$ cat src/rtl/mips_div_pkg.sv
// Shared types and constants for the iterative MIPS DIV/DIVU unit.
package mips_div_pkg;

  typedef enum logic [1:0] {
    IDLE = 2'd0,
    RUN  = 2'd1,
    FIX  = 2'd2,
    DONE = 2'd3
  } div_state_t;

  localparam int          DIV_ITERS     = 32;
  localparam logic [31:0] DIV_BY_ZERO_Q = 32'hFFFF_FFFF;

endpackage

$ cat src/rtl/mips_divider_if.sv
// Request/result bundle between the execute-stage HI/LO control and the divider.
// Requests are accepted only while busy is low; results are held until the next accepted start.
interface mips_divider_if;
  logic        start;
  logic        is_signed;
  logic [31:0] dividend;
  logic [31:0] divisor;
  logic        busy;
  logic        done;
  logic [31:0] quotient;
  logic [31:0] remainder;
  logic        div_by_zero;

  modport master (
    output start, is_signed, dividend, divisor,
    input  busy, done, quotient, remainder, div_by_zero
  );

  modport slave (
    input  start, is_signed, dividend, divisor,
    output busy, done, quotient, remainder, div_by_zero
  );
endinterface

$ cat src/rtl/cla_32_bit.sv
// 32-bit carry-lookahead adder: 4-bit lookahead groups chained by group generate/propagate.
// Purely combinational; there is no handshake.
module cla_32_bit (
  input  logic [31:0] a,
  input  logic [31:0] b,
  input  logic        cin,
  output logic [31:0] sum,
  output logic        cout
);

  logic [31:0] g;
  logic [31:0] p;
  logic [31:0] c;

  always_comb begin
    logic       cg;
    logic [3:0] gg;
    logic [3:0] pp;
    g  = a & b;
    p  = a ^ b;
    c  = '0;
    cg = cin;
    for (int k = 0; k < 8; k++) begin
      gg = g[4*k +: 4];
      pp = p[4*k +: 4];
      c[4*k +: 4] = {
        gg[2] | (pp[2] & gg[1]) | (pp[2] & pp[1] & gg[0]) | (pp[2] & pp[1] & pp[0] & cg),
        gg[1] | (pp[1] & gg[0]) | (pp[1] & pp[0] & cg),
        gg[0] | (pp[0] & cg),
        cg
      };
      cg = gg[3] | (pp[3] & gg[2]) | (pp[3] & pp[2] & gg[1])
         | (pp[3] & pp[2] & pp[1] & gg[0]) | (&pp & cg);
    end
    sum  = p ^ c;
    cout = cg;
  end

endmodule

$ cat src/rtl/div_abs_neg.sv
// Conditional two's-complement negate: y = neg ? -a : a.
// Combinational; no handshake.
module div_abs_neg (
  input  logic [31:0] a,
  input  logic        neg,
  output logic [31:0] y
);

  assign y = neg ? (~a + 32'd1) : a;

endmodule

$ cat src/rtl/mips_divider.sv
// Restoring DIV/DIVU, one quotient bit per clock; done pulses 34 cycles after the start cycle.
// start is ignored while busy; results hold until the next FIX edge.
module mips_divider
  import mips_div_pkg::*;
#(
  parameter int WIDTH = 32
) (
  input  logic           clk,
  input  logic           rst,
  mips_divider_if.slave  bus
);

  localparam logic [4:0] LAST_ITER = 5'(DIV_ITERS - 1);

  div_state_t       state_q;
  logic [4:0]       cnt_q;
  logic [WIDTH-1:0] q_q, q_d;
  logic [WIDTH-1:0] r_q, r_d;
  logic [WIDTH-1:0] d_q;
  logic [WIDTH-1:0] dvd_q;
  logic             qneg_q, rneg_q, dbz_q;
  logic             busy_q, done_q, dbz_flag_q;
  logic [WIDTH-1:0] quot_q, rem_q;

  logic [WIDTH-1:0] dvd_mag, dvs_mag;
  logic [WIDTH-1:0] quot_fix, rem_fix;
  logic [WIDTH:0]   rs;
  logic [WIDTH-1:0] d_inv, diff;
  logic             trial_cout, ok;

  div_abs_neg u_abs_dvd (
    .a   (bus.dividend),
    .neg (bus.is_signed & bus.dividend[31]),
    .y   (dvd_mag)
  );

  div_abs_neg u_abs_dvs (
    .a   (bus.divisor),
    .neg (bus.is_signed & bus.divisor[31]),
    .y   (dvs_mag)
  );

  div_abs_neg u_fix_q (
    .a   (q_q),
    .neg (qneg_q),
    .y   (quot_fix)
  );

  div_abs_neg u_fix_r (
    .a   (r_q),
    .neg (rneg_q),
    .y   (rem_fix)
  );

  assign d_inv = ~d_q;

  cla_32_bit u_trial (
    .a    (rs[WIDTH-1:0]),
    .b    (d_inv),
    .cin  (1'b1),
    .sum  (diff),
    .cout (trial_cout)
  );

  // The partial remainder is always below the divisor after a step, so its
  // 33rd bit is zero and only the low WIDTH bits need storing.
  always_comb begin
    rs  = {r_q, q_q[WIDTH-1]};
    ok  = rs[WIDTH] | trial_cout;
    r_d = ok ? diff : rs[WIDTH-1:0];
    q_d = {q_q[WIDTH-2:0], ok};
  end

  always_ff @(posedge clk or posedge rst) begin
    if (rst) begin
      state_q    <= IDLE;
      cnt_q      <= '0;
      q_q        <= '0;
      r_q        <= '0;
      d_q        <= '0;
      dvd_q      <= '0;
      qneg_q     <= 1'b0;
      rneg_q     <= 1'b0;
      dbz_q      <= 1'b0;
      busy_q     <= 1'b0;
      done_q     <= 1'b0;
      dbz_flag_q <= 1'b0;
      quot_q     <= '0;
      rem_q      <= '0;
    end else begin
      case (state_q)
        IDLE, DONE: begin
          done_q <= 1'b0;
          if (bus.start) begin
            q_q     <= dvd_mag;
            d_q     <= dvs_mag;
            r_q     <= '0;
            dvd_q   <= bus.dividend;
            qneg_q  <= bus.is_signed & (bus.dividend[31] ^ bus.divisor[31]);
            rneg_q  <= bus.is_signed & bus.dividend[31];
            dbz_q   <= (bus.divisor == '0);
            cnt_q   <= '0;
            busy_q  <= 1'b1;
            state_q <= RUN;
          end else begin
            state_q <= IDLE;
          end
        end
        RUN: begin
          r_q   <= r_d;
          q_q   <= q_d;
          cnt_q <= cnt_q + 5'd1;
          if (cnt_q == LAST_ITER) begin
            state_q <= FIX;
          end
        end
        FIX: begin
          busy_q  <= 1'b0;
          done_q  <= 1'b1;
          state_q <= DONE;
          if (dbz_q) begin
            quot_q     <= DIV_BY_ZERO_Q;
            rem_q      <= dvd_q;
            dbz_flag_q <= 1'b1;
          end else begin
            quot_q     <= quot_fix;
            rem_q      <= rem_fix;
            dbz_flag_q <= 1'b0;
          end
        end
        default: state_q <= IDLE;
      endcase
    end
  end

  assign bus.busy        = busy_q;
  assign bus.done        = done_q;
  assign bus.quotient    = quot_q;
  assign bus.remainder   = rem_q;
  assign bus.div_by_zero = dbz_flag_q;

endmodule

$ cat src/flat_wrapper.sv
// flat-port wrapper written by rule: the top's interface ports become plain ports
module mips_divider_flat import mips_div_pkg::*;
#(
  parameter int WIDTH = 32
)
  (clk, rst, bus_start, bus_is_signed, bus_dividend, bus_divisor, bus_busy, bus_done, bus_quotient, bus_remainder, bus_div_by_zero);
  mips_divider_if bus_i ();
  input  logic clk;
  input  logic rst;
  input wire logic [$bits(bus_i.start)-1:0] bus_start;
  input wire logic [$bits(bus_i.is_signed)-1:0] bus_is_signed;
  input wire logic [$bits(bus_i.dividend)-1:0] bus_dividend;
  input wire logic [$bits(bus_i.divisor)-1:0] bus_divisor;
  output wire logic [$bits(bus_i.busy)-1:0] bus_busy;
  output wire logic [$bits(bus_i.done)-1:0] bus_done;
  output wire logic [$bits(bus_i.quotient)-1:0] bus_quotient;
  output wire logic [$bits(bus_i.remainder)-1:0] bus_remainder;
  output wire logic [$bits(bus_i.div_by_zero)-1:0] bus_div_by_zero;
  assign bus_i.start = bus_start;
  assign bus_i.is_signed = bus_is_signed;
  assign bus_i.dividend = bus_dividend;
  assign bus_i.divisor = bus_divisor;
  assign bus_busy = bus_i.busy;
  assign bus_done = bus_i.done;
  assign bus_quotient = bus_i.quotient;
  assign bus_remainder = bus_i.remainder;
  assign bus_div_by_zero = bus_i.div_by_zero;
  mips_divider #(.WIDTH(WIDTH)) u_core (.clk(clk), .rst(rst), .bus(bus_i));
endmodule
$ cat config.mk
export PLATFORM = sky130hd
export DESIGN_NAME = mips_divider_flat
export DESIGN_NICKNAME = d
export VERILOG_FILES = /design/src/rtl/mips_div_pkg.sv /design/src/rtl/mips_divider_if.sv /design/src/rtl/cla_32_bit.sv /design/src/rtl/div_abs_neg.sv /design/src/rtl/mips_divider.sv /design/src/flat_wrapper.sv
export SDC_FILE = /design/constraint.sdc
export NUM_CORES = 1
export LEC_CHECK = 0
export ABC_AREA = 1
export CAP_MARGIN = 20
export CORE_MARGIN = 2
export CORE_UTILIZATION = 30
export CTS_CLUSTER_SIZE = 20
export DETAILED_ROUTE_END_ITERATION = 8
export GPL_ROUTABILITY_DRIVEN = 0
export REMOVE_ABC_BUFFERS = 1
export SLEW_MARGIN = 5
export SYNTH_ARGS = -nofsm -noshare
export SYNTH_HDL_FRONTEND = slang
export SYNTH_SLANG_ARGS = --single-unit
$ cat constraint.sdc
create_clock -name clk -period 6.75 [get_ports clk]
set_input_delay 1.0125 -clock clk [delete_from_list [all_inputs] [get_ports clk]]
set_output_delay 1.0125 -clock clk [all_outputs]
set_load 0.03 [all_outputs]
==> metrics, run 1 <==
clock share of power=roughly 15%; CP Max Fanout=56; Std-Cell Rows=75; top-area cell type share of the netlist area=approximately two fifths; Startpoint Class=input pin; DRT iter0 DRCs=between 700 and 800; most frequent cell after synthesis=nand2_1; Mapped Cells=~1700; register area share after synthesis=40.3%; # hold bufs at CTS=0; unique cell type count in the Yosys netlist=50; Leakage=6.90 nW; Post-Syn Area=0.0127 mm^2; Placed Area=0.0146 mm^2; RSZ-0062 raised after global routing=false; Clock Pin Slew Worst Setup and Hold Paths=60 ps; hpwl dp=roughly 27000 um; CTS Buf Count=24; M3 GR Usage=under 10%; Layout area overhead=20.7%; pin count of the biggest net entering global routing=99; initial antenna violation count=1; 1st-pass router iterations=5; grt total ovfl=0; worst vdd ir=~260 uV; status=completed; Core Region=around 0.042 mm^2; top post-synthesis cells by area=dfrtp_1 40%, nand2_1 9.5%, nand3_1 6.9%, o21ai_0 5.8%, inv_1 5.5%; root buf cell=clkbuf_16; # port buffers=around 130; worst-skew pair later-pin latency=roughly 520 ps; synth warn=0; Max Slew Vio Count=0; via density per instance=between 4 and 5; design area=~0.015 mm^2; internal power=roughly 4.4 mW; crit path time final=3350 ps; Fmax=~300 MHz; Worst Path Arrival=roughly 3800 ps; # DRC=0; top cells by count, synth=324 x nand2_1, 205 x dfrtp_1, 186 x inv_1; Net Sw Frac=between 50% and 60%; starting density of the core=a little under a third; number of flops mapped to enable cells by yosys=0; Mapped Avg Cell Area=7.48 um^2; Final Setup Violations=0; Total Routed Length=approximately 37000 um; postcts setup bufs=0; #FFs+latches synth=between 200 and 250; GRT Max-Usage Layer=met2; fraction of registers with async set/reset=between 90% and 100%; CTS tree=built; crit share post-route=49.6%; setup_tns=0 ps; M1 GR Usage=23.2%; Via Count=11585; post-cts resize count=0; gr usage total=17.0%; final net count=1916; Max-Cap Viols=0; Die Width=around 210 um; NetSw=roughly 4.4 mW; slew margin rel.=about 32%; power share of the combinational group=about three fifths; layout cells sized above 1=under 10%; # clock sinks=205; die area=between 0.04 and 0.05 mm^2; Synth Flop Type=dfrtp_1; required time of the critical path=between 7000 and 8000 ps; register share of total power=~26%; final hold vios=0; htree depth=1; final hold slack=approximately 480 ps; met2 global-route usage=around 29%; Final ANT Viol Nets=0; Hold Path Class=reg -> reg; kind of end point of the critical path=register; Synth area leader=dfrtp_1; overall power=8.81 mW; Crit Path Category=in -> reg; global-route wire length before repair=between 60000 and 70000 um; Power Density=between 500 and 600 mW/mm^2; Slew @ Worst Pin=slightly above 1000 ps; maximum clock insertion buffer count=3; Fill cells=between 4000 and 5000; vias in the first global route=11591; Boundary Pins=135; post-route clock skew=9.21 ps; Die Y=210 um; wire per inst=roughly 16 um
-- cell usage in the layout, fill, tap and decap left out, types with 3 or more instances in the layout --
cell type,instances
inv_1,184
o21ai_2,3
nand3_1,175
nor4_1,4
o31ai_1,8
clkdlybuf4s50_1,134
fa_1,7
o311ai_0,7
nand4_1,11
nand3_2,6
ha_1,41
nand2_1,323
clkbuf_8,5
o211ai_1,42
nor2_4,5
a21oi_1,82
xnor2_1,13
xor2_1,32
o221ai_1,4
buf_4,14
nor2_2,3
nor3_1,24
o21ai_1,50
nor3_2,8
o22ai_1,7
a31oi_1,25
nand2_2,7
clkbuf_16,25
clkinv_2,7
nand3b_1,4
or2_2,5
dfrtp_1,205
nor2_1,158
inv_2,11
clkbuf_1,3
o21ai_0,148
-- cell families (layout without fill, tap and decap cells) --
group           after synthesis  in the layout  synth area share, %
simple gates                741            741                 25.8
compound gates              386            386                 17.2
buf+inv                     276            389                 8.38
flops                       205            205                 40.3
fa+ha+maj                    49             49                 5.22
xor+xnor                     45             45                 3.09
mux                           1              1               0.0884
other cells                   0              1                    0
-- layout make-up --
cell class              count  area, um^2  share of cell area, %
multi-input cells        1222        6570                   42.7
flip-flops and latches    205        5130                   33.3
repair buffers            148        1450                   9.40
inverters                 198         751                   4.88
clock buffers              33         706                   4.59
well taps                 539         674                   4.38
clock inverters            10         103                  0.667
diodes                      1        2.50                 0.0163
-- worst max-delay path: stages --
cell and delay, ps:
clkdlybuf4s50_1 480, nand2_2 60, inv_2 530, a21oi_1 80
buf_4 250, inv_2 490, buf_4 540, o221ai_1 220
o21ai_0 110
-- power groups by stage --
stage          clock network, mW  logic, mW  registers, mW
5_1_grt                     1.41       5.93           2.35
4_1_cts                     1.35       5.22           2.27
6_report                    1.32       5.21           2.27
3_3_place_gp                   0       5.07           2.28
2_1_floorplan                  0       3.52           2.42
3_5_place_dp                   0       5.17           2.28
-- routing by layer --
layer | vias to the layer above | routed length, um | part of all wire [%]
li1 | 5897 | - | -
met1 | 5410 | 17700 | 47
met2 | 241 | 17700 | 47
met3 | 37 | 1230 | 3.3
met4 | 0 | 740 | 2.0
met5 | - | 0 | 0
-- sequential cells by signal, indices dropped and copies added (netlist names) --
| name | cells |
|---|---|
| u_core.dvd_q | 32 |
| u_core.qneg_q | 1 |
| u_core.state_q | 2 |
| u_core.d_q | 32 |
| u_core.r_q | 32 |
| u_core.bus.done | 1 |
| u_core.rneg_q | 1 |
| u_core.dbz_q | 1 |
| u_core.bus.quotient | 32 |
| u_core.q_q | 32 |
| u_core.bus.remainder | 32 |
| u_core.cnt_q | 5 |
| u_core.bus.busy | 1 |
| u_core.bus.div_by_zero | 1 |
-- metrics by stage --
stage	worst slack (ps)	cells	util, %
after CTS	3370	2355	36.7
final	3400	2356	36.7
after detailed placement	2810	2312	34.7
after global routing	3110	2356	36.7
after global placement	2900	2312	34.7
after floorplan	142	1625	-
-- final timing paths --
check | depth (start not counted) | end | start | slack, ps
setup / recovery | 9 | u_core.q_q[25] | bus_start | 3400
max in group asynchronous | 3 | u_core.bus.remainder[30] | rst | 4440
min in group asynchronous | 2 | u_core.bus.quotient[6] | rst | 1020
hold / removal | 2 | u_core.dvd_q[20] | u_core.dvd_q[20] | 480
hold reg to reg | 2 | u_core.dvd_q[20] | u_core.dvd_q[20] | 480
setup reg to reg | 22 | u_core.r_q[14] | u_core.q_q[31] | 3600
No activity file was read; power rests on OpenSTA's default activity.
==> run 2, diff against run 1 <==
Clock period 6.75 ns to 3.2 ns, I/O delays scaled along.
==> metrics, run 2 (synthesis results as in run 1) <==
crit-path leading delay family=simple AND/OR/NAND/NOR gates; Crit Path Category=reg -> reg; M1 GR Usage=between 20 and 25%; Slew @ Worst Pin=between 700 and 800 ps; CP Max Fanout=4; # hold bufs at CTS=0; R2R setup slack=330 ps; wire per inst=between 15 and 20 um; vias in the first global route=roughly 11000; 1st-pass router iterations=5; Fill cells=~4200; # DRC=0; Hold Path Class=in -> async; placed cell count=approximately 2300; Die Y=approximately 210 um; Std-Cell Rows=75; initial antenna violation count=2; postcts setup bufs=0; crit-path cells=ha_1 > a21oi_1 > nor2_1 > a211oi_1 > nand2_1 > nand2_1 > nand2_1 > nand2_1 > nand2_1 > nand2_1 > nand2_1 > nand2_1 > nand2_2 > fa_1 > xnor2_1 > nand2_1 > nand3_1 > o21ai_1; dpl ws=slightly above 70 ps; CTS tree=built; M3 GR Usage=approximately 2.4%; worst setup path endpoint=u_core.r_q[29]; pin count of the biggest net entering global routing=99; required time of the critical path=between 3000 and 4000 ps; DRT iter0 DRCs=602; Die Width=210 um; die area=around 0.044 mm^2; Final ANT Viol Nets=0; CP peak stage delay=about 440 ps; htree depth=1; Final Setup Violations=0; overall power=roughly 19 mW; Crit-path slowest cell=dfrtp_1; # clock sinks=just over 200; Startpoint Class=register; crit share post-route=89.8%; Max Slew Vio Count=0; # port buffers=around 130; starting density of the core=between 30% and 40%; Max-Cap Viols=0; kind of end point of the critical path=register; crit path time final=between 2000 and 3000 ps; grt total ovfl=0; CP Depth=18; Buf+Inv Stages, Crit Path=0; Boundary Pins=135; crit path from=u_core.r_q[8]; hpwl dp=roughly 28000 um; post-cts resize count=0; post-route setup slack=around 330 ps; Non-Filler Instances=around 2400; met2 global-route usage=around 30%; status=completed; final hold vios=0; root buf cell=clkbuf_16; Worst Path Arrival=between 3000 and 4000 ps; worst vdd ir=around 530 uV; slew margin rel.=about half; R2R depth=18; worst-skew pair later-pin latency=around 530 ps; commonest non-fill, non-tap cells in the layout=323 x nand2_1, 205 x dfrtp_1, 184 x inv_1; RSZ-0062 raised after global routing=false; maximum clock insertion buffer count=3; via density per instance=between 4 and 5; Total Routed Length=38600 um; gr usage total=~17%; GRT Max-Usage Layer=met2; Crit Reg-Reg Endpoint=u_core.r_q[29]; Leakage=6.99 nW; most used cell, CP=nand2_1; layout cells sized above 1=around 6.8%; Layout area overhead=22.0%; Core Region=between 0.04 and 0.05 mm^2; final net count=1936; Worst R2R Start=u_core.r_q[8]; Fmax=between 300 and 400 MHz; Via Count=between 10000 and 15000; CTS Buf Count=25; Clock Pin Slew Worst Setup and Hold Paths=60 ps; final hold slack=about 430 ps; Power Density=~1200 mW/mm^2; most common cell after layout, fill and taps aside=nand2_1; post-route clock skew=between 10 and 15 ps; global-route wire length before repair=between 60000 and 70000 um
==> run 2: changes by cell type in the layout (fill, tap and decap cells not counted), sizes merged <==
cell | previous run | this run
buf | 14 | 33
bufinv | 2 | 1
clkinv | 9 | 2
clkinvlp | 1 | 0
inv | 196 | 197
clkbuf | 33 | 38
==> run 2: stage by stage <==
step | instance area, um^2 | TNS, ps | utilization (%)
floorplan | 12400 | -763180 | -
finish | 15500 | 0 | 37.1
global route | 15500 | 0 | 37.1
detailed placement | 14800 | 0 | 35.2
global placement | 14800 | 0 | 35.2
CTS | 15500 | 0 | 37.1
==> run 2: layout make-up <==
cell class | count | area [um^2] | area share [%]
multi-input combinational | 1222 | 6570 | 42.3
sequential | 205 | 5130 | 33.0
timing repair buffer | 167 | 1630 | 10.5
clock buffer | 38 | 754 | 4.85
inverter | 198 | 751 | 4.83
tap | 539 | 674 | 4.34
clock inverter | 2 | 38.8 | 0.249
antenna | 1 | 2.50 | 0.0161
==> run 2: report_power, final <==
part,switching [mW],internal (mW)
combinational,7.30,3.93
sequential,0.959,3.76
clock,1.12,1.68
==> run 2: layer usage <==
metal  up-vias  wire, um
li1       5947         -
met1      5533     17900
met3        43      1530
met5         -        11
met2       206     18400
met4         2       711
==> run 2: how the worst min path moves through the flow <==
stage	startpoint	endpoint	cells past startpoint
final	rst	u_core.bus.quotient[6]	2
after global routing	rst	u_core.bus.quotient[5]	2
after CTS	rst	u_core.bus.quotient[6]	2
after detailed placement	u_core.bus.div_by_zero	u_core.bus.div_by_zero	2
after global placement	u_core.bus.div_by_zero	u_core.bus.div_by_zero	2
after floorplan	u_core.dvd_q[20]	u_core.dvd_q[20]	2
